--- src/rtl/ifetch_pkg.sv ---
// Shared types and constants for the instruction fetch unit.
package ifetch_pkg;

    typedef enum logic [1:0] {
        IDLE,
        REQ,
        WAIT,
        VALID
    } state_e;

    typedef enum logic [1:0] {
        F_NONE,
        F_MISALIGN,
        F_BUSERR,
        F_TIMEOUT
    } fault_e;

    localparam logic [31:0] NOP = 32'h0000_0013;

endpackage

--- src/rtl/ifetch_hit_buf.sv ---
// Single-entry fetch hit buffer {valid, word address, data}.
// Invalidate takes priority over a write in the same cycle.
module ifetch_hit_buf
    import ifetch_pkg::*;
(
    input  logic        clk,
    input  logic        rst_n,
    input  logic        i_inv,
    input  logic        i_wr_en,
    input  logic [29:0] i_wr_addr,
    input  logic [31:0] i_wr_data,
    input  logic [29:0] i_lookup_addr,
    output logic        o_hit,
    output logic [31:0] o_data
);

    logic        r_valid;
    logic [29:0] r_addr;
    logic [31:0] r_data;

    always_ff @(posedge clk) begin
        if (!rst_n) begin
            r_valid <= 1'b0;
            r_addr  <= '0;
            r_data  <= '0;
        end else begin
            if (i_wr_en) begin
                r_valid <= 1'b1;
                r_addr  <= i_wr_addr;
                r_data  <= i_wr_data;
            end
            if (i_inv) begin
                r_valid <= 1'b0;
            end
        end
    end

    assign o_hit  = r_valid & (r_addr == i_lookup_addr);
    assign o_data = r_data;

endmodule

--- src/rtl/ifetch.sv ---
// Instruction fetch unit: PC -> imem req/gnt/rvalid -> decode valid/ready.
// Define IFETCH_HIT_BUF_EN to enable the one-entry hit buffer (and the inv input).
module ifetch
    import ifetch_pkg::*;
#(
    parameter logic [31:0] NOP_INSTR      = NOP,
    parameter int unsigned TIMEOUT_CYCLES = 255
) (
    input  logic        clk,
    input  logic        rst_n,
    input  logic [31:0] pc_in,
    input  logic        fetch_req,
    input  logic        flush,
    input  logic        inv,
    output logic        stall,
    output logic [31:0] instr,
    output logic [31:0] instr_pc,
    output logic        instr_valid,
    input  logic        instr_ready,
    output logic        fetch_fault,
    output logic [1:0]  fault_cause,
    output logic        imem_req,
    output logic [31:0] imem_addr,
    input  logic        imem_gnt,
    input  logic        imem_rvalid,
    input  logic [31:0] imem_rdata,
    input  logic        imem_err
);

    localparam int unsigned CW = $clog2(TIMEOUT_CYCLES + 1);

    state_e        r_state;
    fault_e        r_cause;
    logic [31:0]   r_pc;
    logic [31:0]   r_instr;
    logic [31:0]   r_instr_pc;
    logic          r_instr_valid;
    logic          r_fault;
    logic          r_imem_req;
    logic          r_discard;
    logic [CW-1:0] r_cnt;

    logic [CW-1:0] w_cnt_inc;
    logic          w_timeout;
    logic          w_misalign;
    logic          w_hit;
    logic [31:0]   w_hb_data;

    assign w_cnt_inc  = r_cnt + CW'(1);
    assign w_timeout  = (w_cnt_inc == CW'(TIMEOUT_CYCLES));
    assign w_misalign = |pc_in[1:0];

`ifdef IFETCH_HIT_BUF_EN
    logic w_hb_hit;
    logic w_hb_wr;

    assign w_hb_wr = (r_state == WAIT) & imem_rvalid & ~imem_err;
    assign w_hit   = w_hb_hit & ~w_misalign;

    ifetch_hit_buf u_hit_buf (
        .clk           (clk),
        .rst_n         (rst_n),
        .i_inv         (inv),
        .i_wr_en       (w_hb_wr),
        .i_wr_addr     (r_pc[31:2]),
        .i_wr_data     (imem_rdata),
        .i_lookup_addr (pc_in[31:2]),
        .o_hit         (w_hb_hit),
        .o_data        (w_hb_data)
    );
`else
    logic w_unused_inv;

    assign w_unused_inv = inv;
    assign w_hit        = 1'b0;
    assign w_hb_data    = '0;
`endif

    always_ff @(posedge clk) begin
        if (!rst_n) begin
            r_state       <= IDLE;
            r_cause       <= F_NONE;
            r_pc          <= '0;
            r_instr       <= '0;
            r_instr_pc    <= '0;
            r_instr_valid <= 1'b0;
            r_fault       <= 1'b0;
            r_imem_req    <= 1'b0;
            r_discard     <= 1'b0;
            r_cnt         <= '0;
        end else begin
            unique case (r_state)
                // VALID shares IDLE's launch path so an accepted word can chain
                // straight into the next fetch without an idle bubble.
                IDLE, VALID: begin
                    if (flush) begin
                        r_state       <= IDLE;
                        r_instr_valid <= 1'b0;
                    end else if (r_state == IDLE || instr_ready) begin
                        r_state       <= IDLE;
                        r_instr_valid <= 1'b0;
                        if (fetch_req) begin
                            r_pc <= pc_in;
                            if (w_misalign) begin
                                r_state       <= VALID;
                                r_instr_valid <= 1'b1;
                                r_instr       <= NOP_INSTR;
                                r_instr_pc    <= pc_in;
                                r_fault       <= 1'b1;
                                r_cause       <= F_MISALIGN;
                            end else if (w_hit) begin
                                r_state       <= VALID;
                                r_instr_valid <= 1'b1;
                                r_instr       <= w_hb_data;
                                r_instr_pc    <= pc_in;
                                r_fault       <= 1'b0;
                                r_cause       <= F_NONE;
                            end else begin
                                r_state    <= REQ;
                                r_imem_req <= 1'b1;
                            end
                        end
                    end
                end
                REQ: begin
                    if (flush) begin
                        r_discard <= 1'b1;
                    end
                    if (imem_gnt) begin
                        r_state    <= WAIT;
                        r_imem_req <= 1'b0;
                        r_cnt      <= '0;
                    end
                end
                WAIT: begin
                    r_cnt <= w_cnt_inc;
                    if (imem_rvalid || w_timeout) begin
                        if (r_discard || flush) begin
                            r_discard <= 1'b0;
                            r_state   <= IDLE;
                        end else begin
                            r_state       <= VALID;
                            r_instr_valid <= 1'b1;
                            r_instr_pc    <= r_pc;
                            if (imem_rvalid) begin
                                r_instr <= imem_err ? NOP_INSTR : imem_rdata;
                                r_fault <= imem_err;
                                r_cause <= imem_err ? F_BUSERR : F_NONE;
                            end else begin
                                r_instr <= NOP_INSTR;
                                r_fault <= 1'b1;
                                r_cause <= F_TIMEOUT;
                            end
                        end
                    end else if (flush) begin
                        r_discard <= 1'b1;
                    end
                end
            endcase
        end
    end

    assign stall       = fetch_req & ~(r_instr_valid & instr_ready);
    assign instr       = r_instr;
    assign instr_pc    = r_instr_pc;
    assign instr_valid = r_instr_valid;
    assign fetch_fault = r_fault;
    assign fault_cause = r_cause;
    assign imem_req    = r_imem_req;
    assign imem_addr   = {r_pc[31:2], 2'b00};

endmodule
--- config.mk ---
export PLATFORM = sky130hd
export DESIGN_NAME = ifetch
export DESIGN_NICKNAME = d
export VERILOG_FILES = /design/src/rtl/ifetch_pkg.sv /design/src/rtl/ifetch_hit_buf.sv /design/src/rtl/ifetch.sv
export SDC_FILE = /design/constraint.sdc
export NUM_CORES = 1
export LEC_CHECK = 0
export BUFFER_PORTS_ARGS = -buffer_cell sky130_fd_sc_hd__clkbuf_2
export CELL_PAD_IN_SITES_DETAIL_PLACEMENT = 0
export CELL_PAD_IN_SITES_GLOBAL_PLACEMENT = 1
export CORE_MARGIN = 2
export CORE_UTILIZATION = 38
export DETAILED_ROUTE_END_ITERATION = 16
export GPL_TIMING_DRIVEN = 0
export PLACE_DENSITY = 0.79
export SYNTH_ARGS = -nofsm -noshare
export SYNTH_HDL_FRONTEND = slang
export SYNTH_SLANG_ARGS = --single-unit
--- constraint.sdc ---
create_clock -name clk -period 2.9 [get_ports clk]
set_clock_uncertainty 0.1 [all_clocks]
set_input_delay 0.29 -clock clk [delete_from_list [all_inputs] [get_ports clk]]
set_output_delay 0.29 -clock clk [all_outputs]
set_load 0.1 [all_outputs]
==> summary.md <==
| Metric | Value |
|---|---|
| Register area share after synthesis | `between 30% and 40%` |
| Max cap viols | `0` |
| Drt wl/cell | `16.5 µm` |
| Clk_lat worst skew | `360 ps` |
| R2R cell count | `9` |
| Post-synth top cells | `a21oi_1 (123), nand2_1 (123), dfxtp_1 (112)` |
| Post-route antenna net violation count | `0` |
| Vias | `5970` |
| Worst flop-to-flop path endpoint | `instr[29]$_SDFFE_PN0P_` |
| Crit-path slowest cell | `or4_1` |
| CP cell instances | `inv_1, ha_1, inv_1, o31a_1, or4_1, nor2_1, buf_4, buf_4, a32o_1` |
| Slowest stage delay, CP | `620 ps` |
| Adder-Cell Fraction of Synth Area | `1.06%` |
| Initial antenna violation count | `0` |
| Fin nets | `994` |
| Drt initial violations | `361` |
| Fraction of layout cells with a size suffix above 1 | `30.3%` |
| Final worst slack | `211 ps` |
| Clk pin slew, worst setup/hold paths | `around 80 ps` |
| Critical R2R Launch | `r_state[0]$_SDFFE_PN0P_` |
| Port-buffer cells | `between 150 and 200` |
| Mux cell area share after synthesis | `2.68%` |
| Warnings from Yosys | `0` |
| Post-Synthesis Cell Area | `5930 µm²` |
| Root buffer cell | `clkbuf_16` |
| CTS Sinks | `112` |
| Final WL | `~18 mm` |
| DR vias/cell | `5.38` |
| Synth-to-layout area growth | `23.3%` |
| Leakage | `between 3 and 4 nW` |
| F_max | `around 370 MHz` |
| Die X | `approximately 130 µm` |
| Initial core utilization | `around two fifths` |
| First-pass GRT wire length | `28.2 mm` |
| Post-place setup slack | `8.39 ps` |
| GR Overflow Total | `0` |
| Mapped Cells | `approximately 740` |
| Peak supply drop | `0.546 mV` |
| Hold depth | `2` |
| Hold Crit Endpoint | `instr[11]$_SDFFE_PN0P_` |
| Detailed placement HPWL | `13.3 mm` |
| Inserted Diodes | `0` |
| Hold wc startpoint | `imem_rdata[11]` |
| Post-synth top area share | `between 30% and 40%` |
| IO Count | `175` |
| CTS resizes | `1` |
| Area leader, netlist | `dfxtp_1` |
| Synth Register Bits | `112` |
| EDFF count, synth | `0` |
| Ys flop type | `dfxtp_1` |
| Worst hold slack | `31.4 ps` |
| CTS H-tree lvls | `3` |
| Die Y | `~130 µm` |
| WP data required | `between 3000 and 4000 ps` |
| Endpoints failing setup | `0` |
| Rel. slew slack | `57.9%` |
| Core ar. | `15200 µm²` |
| GPL Wtd Cong | `0.856` |
| Async S/R FF share, synth | `0%` |
| Main combinational cell family by area after synthesis | `compound AO/OA/AOI/OAI gates` |
| Outcome | `complete, no violations` |
| Num rows | `45` |
| Die area | `16600 µm²` |
| Worst min-delay path class | `in -> reg` |
| CTS Hold Bufs | `0` |
| Final slew viol count | `0` |
| 1st-pass router iterations | `5` |
| Synth top area cells | `dfxtp_1 (38%), a21oi_1 (10%), nand2_1 (7.8%), o21ai_0 (5.3%), a32o_1 (5.1%)` |
| Setup TNS | `0 ps` |
| Layout Utilization | `48.1%` |
| Synth Area in Simple Gates | `between 20% and 30%` |
| Crit path capture type | `register` |
| Setup bufs post-CTS | `0` |
| Final Hold Fails | `0` |
| Final Critical Period | `between 2000 and 3000 ps` |
| Largest net degree at the start of global routing | `21` |
| Clock Path Buffers | `2` |
| Total track usage | `a little over a fifth` |
| Power per cell area | `roughly 1100 nW/µm²` |
| Critical path fanouts, max | `10` |
| Number of remaining DRC errors | `0` |
| Tcrit/Tclk final | `92.7%` |
| Synth Area in Compound Gates | `between 20% and 30%` |
| Worst R2R Setup Slack | `about 210 ps` |
| Crit Path Category | `reg -> reg` |
| Slew @ Worst Pin | `627 ps` |
| Startpoint Class | `register` |
| TritonCTS clock tree | `yes` |
| Tot Pwr | `between 7 and 8 mW` |
| Vias in the first global route | `about 5300` |
| CTS Buf Count | `9` |
| Syn Area/Cell | `8.06 µm²` |
| Unique masters post-synth | `53` |
| RSZ-0062 raised after global routing | `no` |
| Worst EP arrival | `approximately 2900 ps` |
| Post-Synth XOR/XNOR Area | `0%` |
-- stage by stage --
step                std cells  area, µm²
floorplan                 737       5930
global placement         1095       7020
detailed placement       1095       7020
CTS                      1111       7310
global route             1109       7310
finish                   1109       7310
-- registers in the layout, summed over array words and instances, names as in the netlist, 2 cells and up --
name         flops
r_state          2
instr_pc        32
instr           32
fault_cause      2
r_pc            32
r_cnt            8
-- metal layers --
| layer | vias to the layer above | GRT usage [%] | routed length [µm] |
|---|---|---|---|
| li1 | 2966 | - | - |
| met1 | 2810 | 29.7 | 8430 |
| met2 | 172 | 34.5 | 8620 |
| met3 | 22 | 4.28 | 935 |
| met4 | 0 | 4.73 | 276 |
| met5 | - | 0 | 0 |
-- where the power goes --
group	switching, mW	internal (mW)
logic	3.58	0.937
registers	0.249	1.83
clock network	0.645	0.603
total	4.47	3.37
-- layout by cell type, fill, tap and decap left out, types with 3 or more instances in the layout --
master	count
clkbuf_2	176
nand2_1	123
a21oi_1	122
dfxtp_1	112
o21ai_0	63
clkbuf_1	37
buf_4	35
a32o_1	30
nor2b_1	29
o31a_1	27
nor4_2	19
nor2_1	18
buf_2	14
inv_1	10
clkbuf_16	9
nor3_1	8
mux2i_1	8
nor4_1	8
mux2_2	7
a22oi_1	5
ha_1	5
a211oi_1	3
or4_1	3
nand3_1	3
a21o_1	3
inv_6	3
-- worst max-delay path by stage --
| stage | from | end | slack (ps) | cells past startpoint |
|---|---|---|---|---|
| after global routing | r_state[0]$_SDFFE_PN0P_ | instr[24]$_SDFFE_PN0P_ | 30 | 9 |
| after detailed placement | r_state[0]$_SDFFE_PN0P_ | instr_pc[29]$_SDFFE_PN0P_ | 8 | 10 |
| after CTS | r_state[0]$_SDFFE_PN0P_ | instr_pc[12]$_SDFFE_PN0P_ | 3 | 10 |
| final | r_state[0]$_SDFFE_PN0P_ | instr[29]$_SDFFE_PN0P_ | 210 | 9 |
| after global placement | r_state[0]$_SDFFE_PN0P_ | instr_pc[0]$_SDFFE_PN0P_ | 40 | 10 |
| after floorplan | instr_valid$_SDFFE_PN0P_ | stall | 300 | 1 |
-- area by class of cell --
| cell class | instances | area (µm²) |
|---|---|---|
| Multi-Input combinational cell | 516 | 3100 |
| Inverter | 11 | 41.3 |
| Clock buffer | 9 | 225 |
| Clock inverter | 7 | 65.1 |
| Tap cell | 188 | 235 |
| Fill cell | 1612 | 7890 |
| Timing Repair Buffer | 170 | 851 |
| Sequential cell | 112 | 2240 |
| Buffer | 96 | 554 |
-- worst max-delay path: cells and delay by family (launching register included) --
family | cells | cell delay (ps)
AOI/OAI and AO/OA | 2 | 320
adders and majority gates | 1 | 430
buffers and inverters | 4 | 580
DFF | 1 | 380
and+or+nand+nor | 2 | 830
-- cells by family (layout without fill, tap and decap cells) --
family / Yosys count / after routing
AO/OA/AOI/OAI: 268 / 268
AND/OR/NAND/NOR: 226 / 226
flip-flops: 112 / 112
buffers and inverters: 109 / 293
multiplexers: 15 / 15
adder cells (fa/ha/maj): 5 / 5
other: 1 / 2
No activity file was read; power rests on OpenSTA's default activity.
